<file path="src/rtl/pkg_serial_arith.sv">
// pkg_serial_arith: shared types and limits for the bit-serial arithmetic blocks.
package pkg_serial_arith;

    typedef enum logic [1:0] {
        IDLE,
        RUN,
        DONE
    } sub_state_t;

    localparam int MAX_WIDTH = 32;

endpackage

</file>
<file path="src/rtl/module_bit_full_subtractor.sv">
// module_bit_full_subtractor: one-bit full subtractor cell, diff = a - b - borrow_in.
module module_bit_full_subtractor (
    input  logic a_i,
    input  logic b_i,
    input  logic borrow_i,
    output logic diff_o,
    output logic borrow_o
);

    assign diff_o   = a_i ^ b_i ^ borrow_i;
    assign borrow_o = (~a_i & b_i) | (~(a_i ^ b_i) & borrow_i);

endmodule

</file>
<file path="src/rtl/module_serial_subtractor.sv">
// module_serial_subtractor: LSB-first bit-serial a - b with valid/ready on both sides.
// Optional macro SERIAL_SUB_OVERFLOW_EN builds the signed overflow flag; otherwise overflow_o is 0.
module module_serial_subtractor
    import pkg_serial_arith::*;
#(
    parameter int WIDTH = 8
) (
    input  logic             clk_i,
    input  logic             rst_i,
    input  logic             valid_i,
    output logic             ready_o,
    input  logic [WIDTH-1:0] a_i,
    input  logic [WIDTH-1:0] b_i,
    output logic             valid_o,
    input  logic             ready_i,
    output logic [WIDTH-1:0] diff_o,
    output logic             borrow_o,
    output logic             overflow_o
);

    localparam int CW = (WIDTH > 1) ? $clog2(WIDTH) : 1;

    sub_state_t       state_q, state_d;
    logic [CW-1:0]    cnt_q;
    logic [WIDTH-1:0] a_q, b_q, diff_q;
    logic             bw_q, borrow_q;
    logic             bit_d, bw_d, last_bit, accept;

    module_bit_full_subtractor u_fs (
        .a_i      (a_q[0]),
        .b_i      (b_q[0]),
        .borrow_i (bw_q),
        .diff_o   (bit_d),
        .borrow_o (bw_d)
    );

    assign accept   = valid_i & ready_o;
    assign last_bit = (state_q == RUN) && (cnt_q == CW'(WIDTH - 1));

    always_ff @(posedge clk_i) begin
        if (rst_i) state_q <= IDLE;
        else       state_q <= state_d;
    end

    always_comb begin
        state_d = (state_q == IDLE && valid_i) ? RUN  :
                  last_bit                     ? DONE :
                  (state_q == DONE && ready_i) ? IDLE : state_q;
    end

    always_comb begin
        ready_o = (state_q == IDLE);
        valid_o = (state_q == DONE);
    end

    // Difference bits shift into the vacated top of a_q; diff_q only updates on the last bit so outputs hold.
    always_ff @(posedge clk_i) begin
        if (rst_i) begin
            cnt_q    <= '0;
            a_q      <= '0;
            b_q      <= '0;
            bw_q     <= 1'b0;
            diff_q   <= '0;
            borrow_q <= 1'b0;
        end else if (accept) begin
            a_q   <= a_i;
            b_q   <= b_i;
            bw_q  <= 1'b0;
            cnt_q <= '0;
        end else if (state_q == RUN) begin
            a_q   <= {bit_d, a_q[WIDTH-1:1]};
            b_q   <= {1'b0, b_q[WIDTH-1:1]};
            bw_q  <= bw_d;
            cnt_q <= cnt_q + 1'b1;
            if (last_bit) begin
                diff_q   <= {bit_d, a_q[WIDTH-1:1]};
                borrow_q <= bw_d;
            end
        end
    end

    assign diff_o   = diff_q;
    assign borrow_o = borrow_q;

`ifdef SERIAL_SUB_OVERFLOW_EN
    logic a_msb_q, b_msb_q, ovf_q;

    always_ff @(posedge clk_i) begin
        if (rst_i) begin
            a_msb_q <= 1'b0;
            b_msb_q <= 1'b0;
            ovf_q   <= 1'b0;
        end else if (accept) begin
            a_msb_q <= a_i[WIDTH-1];
            b_msb_q <= b_i[WIDTH-1];
        end else if (last_bit) begin
            ovf_q <= (a_msb_q != b_msb_q) && (bit_d != a_msb_q);
        end
    end

    assign overflow_o = ovf_q;
`else
    assign overflow_o = 1'b0;
`endif

endmodule

</file>
<file path="config.mk">
export PLATFORM = sky130hd
export DESIGN_NAME = module_serial_subtractor
export DESIGN_NICKNAME = d
export VERILOG_FILES = /design/src/rtl/pkg_serial_arith.sv /design/src/rtl/module_bit_full_subtractor.sv /design/src/rtl/module_serial_subtractor.sv
export SDC_FILE = /design/constraint.sdc
export NUM_CORES = 1
export LEC_CHECK = 0
export ABC_AREA = 1
export BUFFER_PORTS_ARGS = -buffer_cell sky130_fd_sc_hd__buf_2
export CAP_MARGIN = 30
export CELL_PAD_IN_SITES_DETAIL_PLACEMENT = 0
export CELL_PAD_IN_SITES_GLOBAL_PLACEMENT = 1
export CORE_ASPECT_RATIO = 0.75
export CORE_MARGIN = 3
export CORE_UTILIZATION = 35
export CTS_CLUSTER_DIAMETER = 200
export DETAILED_ROUTE_END_ITERATION = 8
export PLACE_DENSITY = 0.81
export SKIP_LAST_GASP = 1
export SYNTH_ARGS = -nofsm -noshare
export SYNTH_HDL_FRONTEND = slang
export SYNTH_HIERARCHICAL = 1
export SYNTH_SLANG_ARGS = --single-unit
</file>
<file path="constraint.sdc">
create_clock -name clk_i -period 3.05 [get_ports clk_i]
set_clock_uncertainty 0.1 [all_clocks]
set_input_delay 0.61 -clock clk_i [delete_from_list [all_inputs] [get_ports clk_i]]
set_output_delay 0.61 -clock clk_i [all_outputs]
set_load 0.01 [all_outputs]
</file>
After elaboration in Yosys (flattened, before gate mapping)
Cells that the tools add are included.
- output and inout bits: 12
- flip-flop bits (word level): 31
- add/sub/neg operators: 1
- bitwise logic cells: 9
- mux-type cells: 7
- eq/ne operators: 3
- reductions and logical operators: 10
- operators with widths (kind ; number):
    $mux 8 ; 4
    $mux 2 ; 2
    $reduce_bool 2->1 ; 2
    $reduce_or 2->1 ; 2
    $add 3x1->3 const B ; 1
    $and 1x1->1 ; 3
    $eq 3x3->1 const B ; 1
    $logic_and 1x1->1 ; 3
    $not 1->1 ; 3
    $reduce_and 3->1 ; 1
    $reduce_bool 3->1 ; 1
    $eq 2x1->1 const B ; 1
    $eq 2x2->1 const B ; 1
    $logic_not 2->1 ; 1
    $xor 1x1->1 ; 2
    $mux 1 ; 1
    $or 1x1->1 ; 1

Depth between registers and ports, before layout
- word-level depth: 5
- depth in mapped cells: 7
- mapped depth without buffers: 6

By module
Netlist, hierarchy kept.
- by module, submodules not included (module ; times used ; seq. area each (µm²) ; cells an instance ; area each (µm²)):
    module_serial_subtractor ; 1 ; 620.6 ; 211 ; 1486.4
    module_bit_full_subtractor ; 1 ; 0.0 ; 4 ; 31.3

Worst setup path before layout
No wires, ideal clock.
- path kind: reg2out
- start point: register state_q[1]
- end point: output port valid_o
- arrival: 0.883 ns
- buffers on the path: 1
- stages on the path, launching flop included: 4
- data required time: 2.340 ns
- setup slack: 1.457 ns
- path through: dfxtp_1 > inv_2 > buf_2 > nor2_1
- longest elaborated chain between the ends: 1
- ends and longest elaborated chain (element ; RTL line ; text):
    start, declared ; module_serial_subtractor.sv:23 ; sub_state_t state_q, state_d;
    start signal, assigned ; module_serial_subtractor.sv:42 ; else state_q <= state_d;
    $eq 2x2->1 ; module_serial_subtractor.sv:53 ; valid_o = (state_q == DONE);
    end, declared ; module_serial_subtractor.sv:14 ; output logic valid_o,
No other way between the ends.

Worst setup path in the final report
- start point: register state_q[0]
- end point: output port ready_o
- longest elaborated chain between the ends: 1
- ends and longest elaborated chain (element ; RTL line ; text):
    $logic_not 2->1 ; module_serial_subtractor.sv:52 ; ready_o = (state_q == IDLE);
    end, declared ; module_serial_subtractor.sv:11 ; output logic ready_o,
No other way between the ends.

==> flow_summary.ini <==
[worst_setup_path]
crit-reg2reg-capture = diff_o[3]
ff2ff_path_depth = 5
startpoint_type = register
timing.critical_path.buf_inv = 1
timing.setup.critical_path_class = register to primary output
worst_path_max_delay_cell = sky130_fd_sc_hd__dfxtp_1
critPathRequiredTime_ps = 2340
critPathMaxFanout = 18
timing.critical_path.arrival_ps = 1500
family_of_cells_with_the_greatest_summed_delay_on_the_critical_path = flip-flops
crit_path_end_kind = primary output
max_stage_delay_ps = 530
reg2reg_from = state_q[0]
regToRegSetupSlack_ps = 1040
crit_path_cell_trace = nor2_4 -> buf_2

[synth]
ys_types = 20
syn_avg_cell_area_sq_um = 7.06
netlist.area_leader.share = 0.409
synth.ff_latch_count = 31
synthesis.yosys.warnings = 6
postSynthNetCount = 238
synth_seq_area_share = 0.409
synthesis.instances = 215
post_synth_main_area_contributors = sky130_fd_sc_hd__dfxtp_1 (41%), sky130_fd_sc_hd__nand2_1 (16%), sky130_fd_sc_hd__nand3_1 (12%), sky130_fd_sc_hd__a21oi_1 (8.2%), sky130_fd_sc_hd__inv_1 (4.9%)
post_synthesis_instance_area_sq_um = 1520
synth_top_cell_by_area = sky130_fd_sc_hd__dfxtp_1

[global_route]
grt_usage = 0.145
gr-total-overflow = 0
antenna_found_initial = 0
number_of_global_route_vias_before_repair = 1243
grt_pass1_wl_microns = 5650
grt_start_max_net_pins = 28

[detailed_routing]
postRouteWirelength_microns = 3390
starting_drt_drc_count = 58
detail-route-antenna-nets = 0
detailroute.via_count = 1336
routed_via_density = 4.56
detail_route.wl_per_cell_microns = 11.6
drc = 0
drt-pass1-iter-count = 5

[timing]
timing.final.crit_period_ps = 2210
fin_tns_setup_ps = 0
finalHoldViolCount = 0
grt_setup_unrepaired = false
timing_max_transition_violations_final = 0
achievable-frequency_mhz = 452
fin_hold_ws_ps = 363
slew_headroom = 0.537
final_setup_vio_count = 0
layout_worst_path_cycle_share = 0.726
max_slew.worst_pin.slew_ps = 693

[job]
drv.max_cap_violation_count = 0

[floorplanning]
placement_rows = 20
die_h_microns = 63.0
initial_core_utilization = 0.370
pin_count = 32
core_area_sq_um = 4100
fp.dieArea_sq_um = 5170
die_x_microns = 82.0

[placement]
placement.io_buffers = 30
place.gp.congestion = 0.713
placed_area_sq_um = 1640
hpwl_microns = 2300
place.detailed.instances = 285

[finish]
area_of_combinational_cells_with_multiple_inputs_sq_um = 713
final_std_cells_w_o_fill = 293
final_cell_area_sq_um = 1720
mostFrequentLayoutCells = sky130_fd_sc_hd__nand2_1 (66), sky130_fd_sc_hd__nand3_1 (37), sky130_fd_sc_hd__dfxtp_1 (31)
regArea_sq_um = 621
most_common_cell_after_layout_fill_and_taps_aside = sky130_fd_sc_hd__nand2_1
syn_to_final_growth_pct = 13.3
num_antenna_cells = 0
nFillCells = 449
num-nets-final = 260
layout-drive-gt1-share = 0.193
final_core_utilization = 0.419

[clock_network]
cts_tree = built
cts_max_path_buffers = 2
numCtsBuffers = 5
total_setup_buffers_inserted_after_cts = 0
clkTransAtPathRegs_ps = 70
cts_num_sinks = 31
root_buffer = sky130_fd_sc_hd__clkbuf_8
h-tree-depth = 2
post_cts_hold_buffer_count = 0
cts-resized-gates = 0
clock_latency_ps = 290

[power_and_ir_drop]
powerDensity_nw_per_um2 = 504
peakVddDrop_mv = 0.217
p_leak_nw = 0.820

[hold_path]
hp-class = register to register
min-delay-start = diff_o[0]
hold_path_depth = 2
hold_path_end = diff_o[0]

[outcome]
outcome = finished clean
==> metal layers <==
metal  share of wire  global-route usage  wire length, microns  up-vias
li1                -                   -                     -      727
met1            0.52               0.200                  1770      573
met2            0.40               0.197                  1360       30
met3           0.060              0.0620                   202        6
met4           0.017              0.0560                    59        0
met5               0                   0                     0        -
==> metrics by stage <==
step	worst slack (ps)	power, mW
floorplan	1460	0.542
global placement	1100	0.563
detailed placement	1050	0.564
CTS	818	0.877
global route	706	0.922
finish	837	0.866
==> worst max-delay path by stage <==
stage | start | to | depth (start not counted)
detailed placement | state_q[0] | diff_o[1] | 5
global route | state_q[0] | ready_o | 2
CTS | state_q[0] | ready_o | 2
finish | state_q[0] | ready_o | 2
global placement | state_q[0] | state_q[0] | 5
floorplan | state_q[1] | valid_o | 3
==> power breakdown <==
| part | switching, mW | internal [mW] | total (mW) |
|---|---|---|---|
| Clock | 0.156 | 0.156 | 0.311 |
| Combinational | 0.0680 | 0.0413 | 0.109 |
| Sequential | 0.0197 | 0.425 | 0.445 |
| Total | 0.243 | 0.622 | 0.866 |
==> cell type report <==
cell class / count / area share
multi-input cells: 147 / 0.415
flip-flops and latches: 31 / 0.361
repair buffers: 30 / 0.0873
inverters: 22 / 0.0480
clock buffers: 5 / 0.0400
well taps: 55 / 0.0400
clock inverters: 3 / 0.00873
==> state kept, by name, indices dropped and copies added (netlist names) <==
signal    count
a_q           8
b_q           8
borrow_o      1
bw_q          1
cnt_q         3
diff_o        8
state_q       2
==> synthesized netlist by cell type (all sizes together) <==
cell type  instances
clkbuf             3
ha                 2
o21ai              1
nand2             67
fa                 1
conb               1
inv               22
buf               12
nor2              10
nand3             37
a21oi             27
xnor2              1
dfxtp             31
==> worst min-delay path, cell delays in order (launching register included) <==
cell and delay, ps:
sky130_fd_sc_hd__dfxtp_1 310, sky130_fd_sc_hd__nand2_1 60, sky130_fd_sc_hd__a21oi_1 50
==> cell families after synthesis <==
family / share of synthesized area
xor gates and xnor gates: 0.00577
adders and majority gates: 0.0297
buffers and inverters: 0.121
other: 0.00247
DFF: 0.409
AOI/OAI and AO/OA: 0.105
and+or+nand+nor: 0.327
(Power assumes the default switching activity.)
